`config.mk`:
```
export PLATFORM = sky130hd
export DESIGN_NAME = motor_speed_recip
export DESIGN_NICKNAME = d
export VERILOG_FILES = /design/src/rtl/motor_speed_recip.sv
export SDC_FILE = /design/constraint.sdc
export NUM_CORES = 1
export LEC_CHECK = 0
export ABC_CLOCK_PERIOD_IN_PS = 5200
export BUFFER_PORTS_ARGS = -buffer_cell sky130_fd_sc_hd__buf_2
export CAP_MARGIN = 30
export CORE_UTILIZATION = 40
export DETAILED_ROUTE_END_ITERATION = 8
export PLACE_DENSITY_LB_ADDON = 0.25
export SLEW_MARGIN = 20
export SYNTH_ARGS = -nofsm -noshare
export SYNTH_HDL_FRONTEND = slang
export SYNTH_SLANG_ARGS = --single-unit
```
`constraint.sdc`:
```
create_clock -name clk -period 5.2 [get_ports clk]
set_input_delay 0.78 -clock clk [delete_from_list [all_inputs] [get_ports clk]]
set_output_delay 0.78 -clock clk [all_outputs]
set_load 0.01 [all_outputs]
```
`src/rtl/motor_speed_recip.sv`:
```
// Multi-channel motor speed estimator: per-channel pulse period counters feed a
// shared round-robin restoring divider that yields clamped reciprocal speed codes.
module motor_speed_recip #(
  parameter int CHANNELS  = 4,
  parameter int PERIOD_W  = 16,
  parameter int OUT_W     = 8,
  parameter int NUMERATOR = 8296
) (
  input  logic                      clk,
  input  logic                      rst_n,
  input  logic                      tick_en,
  input  logic [CHANNELS-1:0]       pulse,
  output logic [CHANNELS*OUT_W-1:0] speed_o,
  output logic [CHANNELS-1:0]       upd_o,
  output logic [CHANNELS-1:0]       stall_o,
  output logic                      busy_o
);

  localparam int NUM_W = $clog2(NUMERATOR + 1);
  localparam int CH_W  = (CHANNELS > 1) ? $clog2(CHANNELS) : 1;
  localparam int BIT_W = $clog2(NUM_W + 1);
  localparam int CMP_W = (NUM_W > OUT_W) ? NUM_W : OUT_W;
  localparam logic [PERIOD_W-1:0] CNT_MAX = '1;
  localparam logic [OUT_W-1:0]    OUT_MAX = '1;
  localparam logic [NUM_W-1:0]    NUM_VAL = NUM_W'(NUMERATOR);

  typedef enum logic [1:0] {IDLE, LOAD, DIV, DONE} state_t;

  state_t state, state_n;

  logic [CHANNELS-1:0] pulse_q, armed, pend, pend_stall;
  logic [CHANNELS-1:0] edge_det, stall_evt;
  logic [PERIOD_W-1:0] cnt [CHANNELS];
  logic [PERIOD_W-1:0] pend_period [CHANNELS];

  logic [CH_W-1:0]     ptr, grant_ch, div_ch, hi_ch, lo_ch;
  logic                grant_vld, hi_found, grant_stall, div_stall;
  logic [PERIOD_W-1:0] grant_period, div_period, rem, rem_next;
  logic [PERIOD_W:0]   rem_shift;
  logic                q_bit;
  logic [NUM_W-1:0]    quo, num_sr;
  logic [BIT_W-1:0]    bit_cnt;
  logic [OUT_W-1:0]    result;

  assign edge_det = pulse & ~pulse_q;
  assign busy_o   = (state != IDLE);

  // A stall is reported once: the event clears armed, so it cannot repeat.
  always_comb begin
    stall_evt = '0;
    for (int c = 0; c < CHANNELS; c++)
      stall_evt[c] = armed[c] && !edge_det[c] && (cnt[c] == CNT_MAX);
  end

  // First pending channel at or after ptr, else wrap to the lowest pending one.
  always_comb begin
    hi_found     = 1'b0;
    hi_ch        = '0;
    lo_ch        = '0;
    grant_period = '0;
    grant_stall  = 1'b0;
    for (int j = CHANNELS - 1; j >= 0; j--) begin
      if (pend[j] && (CH_W'(j) >= ptr)) begin
        hi_found = 1'b1;
        hi_ch    = CH_W'(j);
      end
      if (pend[j])
        lo_ch = CH_W'(j);
    end
    grant_vld = |pend;
    grant_ch  = hi_found ? hi_ch : lo_ch;
    for (int j = 0; j < CHANNELS; j++) begin
      if (grant_ch == CH_W'(j)) begin
        grant_period = pend_period[j];
        grant_stall  = pend_stall[j];
      end
    end
  end

  always_ff @(posedge clk or negedge rst_n) begin
    if (!rst_n) begin
      pulse_q    <= '0;
      armed      <= '0;
      pend       <= '0;
      pend_stall <= '0;
      for (int c = 0; c < CHANNELS; c++) begin
        cnt[c]         <= '0;
        pend_period[c] <= '0;
      end
    end else begin
      pulse_q <= pulse;
      for (int c = 0; c < CHANNELS; c++) begin
        if (edge_det[c])
          cnt[c] <= PERIOD_W'(tick_en);
        else if (tick_en && (cnt[c] != CNT_MAX))
          cnt[c] <= cnt[c] + 1'b1;

        // A request arriving in the grant cycle must survive the grant's clear.
        if ((state == IDLE) && grant_vld && (grant_ch == CH_W'(c)))
          pend[c] <= 1'b0;

        if (edge_det[c]) begin
          if (armed[c]) begin
            pend[c]        <= 1'b1;
            pend_period[c] <= cnt[c];
            pend_stall[c]  <= 1'b0;
          end else begin
            armed[c] <= 1'b1;
          end
        end else if (stall_evt[c]) begin
          armed[c]      <= 1'b0;
          pend[c]       <= 1'b1;
          pend_stall[c] <= 1'b1;
        end
      end
    end
  end

  always_ff @(posedge clk or negedge rst_n) begin
    if (!rst_n) state <= IDLE;
    else        state <= state_n;
  end

  always_comb begin
    state_n = state;
    case (state)
      IDLE: if (grant_vld) state_n = LOAD;
      LOAD: state_n = DIV;
      DIV:  if (bit_cnt == BIT_W'(NUM_W - 1)) state_n = DONE;
      DONE: state_n = IDLE;
      default: state_n = IDLE;
    endcase
  end

  always_comb begin
    rem_shift = {rem, num_sr[NUM_W-1]};
    q_bit     = (rem_shift >= {1'b0, div_period});
    rem_next  = q_bit ? PERIOD_W'(rem_shift - {1'b0, div_period}) : PERIOD_W'(rem_shift);
  end

  always_comb begin
    result = OUT_W'(quo);
    if (div_stall)
      result = '0;
    else if (div_period == '0)
      result = OUT_MAX;
    else if (CMP_W'(quo) > CMP_W'(OUT_MAX))
      result = OUT_MAX;
    else if (quo == '0)
      result = OUT_W'(1);
  end

  always_ff @(posedge clk or negedge rst_n) begin
    if (!rst_n) begin
      ptr        <= '0;
      div_ch     <= '0;
      div_period <= '0;
      div_stall  <= 1'b0;
      rem        <= '0;
      quo        <= '0;
      num_sr     <= '0;
      bit_cnt    <= '0;
      speed_o    <= '0;
      upd_o      <= '0;
      stall_o    <= '0;
    end else begin
      upd_o <= '0;
      case (state)
        IDLE: begin
          if (grant_vld) begin
            div_ch     <= grant_ch;
            div_period <= grant_period;
            div_stall  <= grant_stall;
            ptr        <= (grant_ch == CH_W'(CHANNELS - 1)) ? '0 : grant_ch + 1'b1;
          end
        end
        LOAD: begin
          rem     <= '0;
          quo     <= '0;
          num_sr  <= NUM_VAL;
          bit_cnt <= '0;
        end
        DIV: begin
          rem     <= rem_next;
          quo     <= {quo[NUM_W-2:0], q_bit};
          num_sr  <= num_sr << 1;
          bit_cnt <= bit_cnt + 1'b1;
        end
        DONE: begin
          for (int c = 0; c < CHANNELS; c++) begin
            if (div_ch == CH_W'(c)) begin
              speed_o[c*OUT_W +: OUT_W] <= result;
              upd_o[c]                  <= 1'b1;
              stall_o[c]                <= div_stall;
            end
          end
        end
        default: ;
      endcase
      for (int c = 0; c < CHANNELS; c++)
        if (edge_det[c] && !armed[c])
          stall_o[c] <= 1'b0;
    end
  end

endmodule

```
==> flow_metrics.env <==
export IMPL_numCtsBuffers=28
export IMPL_wl_per_cell_microns=16.9
export IMPL_postCtsSetupBuffers=0
export IMPL_htreeDepth=1
export IMPL_synth_edf_count=0
export IMPL_dr_total_vias=8795
export IMPL_grt_pass1_vias=8459
export IMPL_drive_above_1_share_pct=14.1
export IMPL_met3WireLength_microns=920
export IMPL_cp_max_fo=12
export IMPL_cellPowerDensity_nw_per_um2=437
export IMPL_ir_drop_mv=0.282
export IMPL_start_util_pct=40.7
export IMPL_slew_violations=0
export IMPL_fin_util_pct=46.1
export IMPL_fp_dieH_microns=176
export IMPL_fin_crit_ps=3220
export IMPL_ys_ff_latch=252
export IMPL_rr_endpoint="rem[0]"
export IMPL_post_cts_resized=0
export IMPL_die_area_sq_um=30800
export IMPL_max_cap_viol_count=0
export IMPL_syn_to_final_growth_pct=13.3
export IMPL_grt_start_max_net_pins=129
export IMPL_min_delay_path_class="in -> async"
export IMPL_crit_required_ps=5650
export IMPL_syn_area_per_cell_sq_um=10.1
export IMPL_max_slew_margin_pct=35.3
export IMPL_synth_seq_area_share_pct=52.3
export IMPL_n_fill_cell=2859
export IMPL_cts_root_buf="clkbuf_16"
export IMPL_clock_path_buffers=3
export IMPL_highest_layer="met4"
export IMPL_cts_hold_buffers=0
export IMPL_grt_pass1_wl_microns=45700
export IMPL_yosys_warnings=0
export IMPL_crit_path_end="rem[0]"
export IMPL_wirelength_microns=27700
export IMPL_syn_inst=1194
export IMPL_fin_worst_skew_ps=12.4
export IMPL_ios=48
export IMPL_m1WireLength_microns=13500
export IMPL_multi_input_area_sq_um=5270
export IMPL_drc=0
export IMPL_ys_flop_type="dfrtp_1"
export IMPL_grt_usage_pct=18.3
export IMPL_tns_ps=0
export IMPL_die_width_microns=176
export IMPL_insertion_delay_ps=540
export IMPL_route_met2_wl_microns=12600
export IMPL_fp_coreArea_sq_um=29600
export IMPL_crit_arrival_ps=3670
export IMPL_power_leakage_nw=6.33
export IMPL_antenna_cells=0
export IMPL_hold_viol=0
export IMPL_cts_sinks=252
export IMPL_num_rows=63
export IMPL_tightestPinTransition_ps=971
export IMPL_drt_iter0_drc=532
export IMPL_startpoint_type="flop"
export IMPL_r2r_start="div_period[8]"
export IMPL_path_class="reg -> reg"
export IMPL_grt_antenna_before_repair=0
export IMPL_first_pass_iters=5
export IMPL_seqCellArea_sq_um=6310
export IMPL_cts_tree="built"
export IMPL_reg2regPathDepth=9
export IMPL_hpwl_microns=19300
export IMPL_endpoint_kind="flop"
export IMPL_layout_common_cells="dfrtp_1, nand2_1, nor2_1"
export IMPL_rsz0062_at_grt="false"
export IMPL_routabilityCongestion=0.866
export IMPL_synth_fp_nets=1231
export IMPL_setup_viol=0
export IMPL_ant_nets=0
export IMPL_vias_per_cell=5.38
export IMPL_finalCritPeriodShare_pct=61.9
export IMPL_fin_nets=1263
export IMPL_synthArstFlopShare_pct=100
export IMPL_worstSetupStartpoint="div_period[8]"
export IMPL_fmax_mhz=310
export IMPL_synth_distinct_cells=59
export IMPL_status="finished clean"
export IMPL_portBuffers=47
export IMPL_final_common_cell="dfrtp_1"
export IMPL_path_clk_slew_ps=60
export IMPL_gr_total_overflow=0
export IMPL_syn_area_sq_um=12100
export IMPL_r2r_slack_ps=1980
## cell families after synthesis
family / share of synthesized area (%)
compound gates: 13.5
xor+xnor: 4.29
fa+ha+maj: 3.18
buf+inv: 3.96
flops: 52.3
mux: 6.96
simple gates: 15.8
## per-stage QoR
stage | cell area (sq um) | hold WS [ps] | worst slack [ps] | total power, mW | cells
after floorplan | 12100 | 450 | 2730 | 3.52 | 1194
after global placement | 12600 | 459 | 2070 | 3.88 | 1583
after detailed placement | 12700 | 466 | 2010 | 3.90 | 1585
after CTS | 13700 | 347 | 2010 | 6.01 | 1634
after global routing | 13700 | 346 | 1750 | 6.30 | 1635
final | 13700 | 330 | 1980 | 5.97 | 1635
## layout make-up
class / instances / area share (%)
multi-input cells: 820 / 38.6
clock inverters: 10 / 1.19
flip-flops and latches: 252 / 46.2
repair buffers: 62 / 2.73
inverters: 62 / 1.70
well taps: 390 / 3.57
clock buffers: 39 / 6.03
## critical path, cell delays in order (launching register included)
cell and delay [ps]:
dfrtp_1 340, inv_1 70, ha_1 380, a21oi_1 220
o21ai_0 210, a221o_1 410, a211oi_2 710, buf_4 350
mux2_2 350, o22ai_1 100
## metal layers
layer	vias up	track usage (%)
met4	0	5.33
met3	40	2.34
met1	4321	26.4
li1	4291	-
met2	143	28.6
met5	-	0
## Yosys cell counts (13+ instances only)
master    count  area [sq um]
dfrtp_1     252          6310
nand2_1     118           443
nor2_1       87           327
o21ai_0      86           430
mux2_2       63           709
inv_1        60           225
a21oi_1      59           295
clkbuf_1     54           203
nand3_1      54           270
xor2_1       39           342
ha_1         29           363
nor3_1       28           140
nor2b_1      22           138
nand4_1      21           131
a221oi_1     20           175
xnor2_1      20           175
a211oi_1     17           128
and3_1       15          93.8
mux2i_1      13           130
## where the power goes
group / internal [mW] / switching, mW / leakage (nW) / total [mW]
Sequential: 2.20 / 0.206 / 3.26 / 2.40
Combinational: 0.635 / 0.840 / 2.59 / 1.48
Clock: 1.30 / 0.792 / 0.478 / 2.09
## flip-flops by register name (all words and copies together), names as in the netlist, 4 cells and up
register	count
rem	16
pulse_q	4
armed	4
cnt	64
num_sr	11
pend_period	64
bit_cnt	4
quo	14
speed_o	32
pend	4
stall_o	4
upd_o	4
div_period	16
pend_stall	4
## how the worst min path moves through the flow
stage | startpoint | to | cells past startpoint
2_1_floorplan | pend_period[38] | pend_period[38] | 2
3_3_place_gp | speed_o[30] | speed_o[30] | 2
3_5_place_dp | speed_o[20] | speed_o[20] | 2
4_1_cts | pulse[1] | pulse_q[1] | 1
5_1_grt | pulse[1] | pulse_q[1] | 1
6_report | rst_n | speed_o[19] | 1
Note: power is estimated with default switching activity, not from simulation.
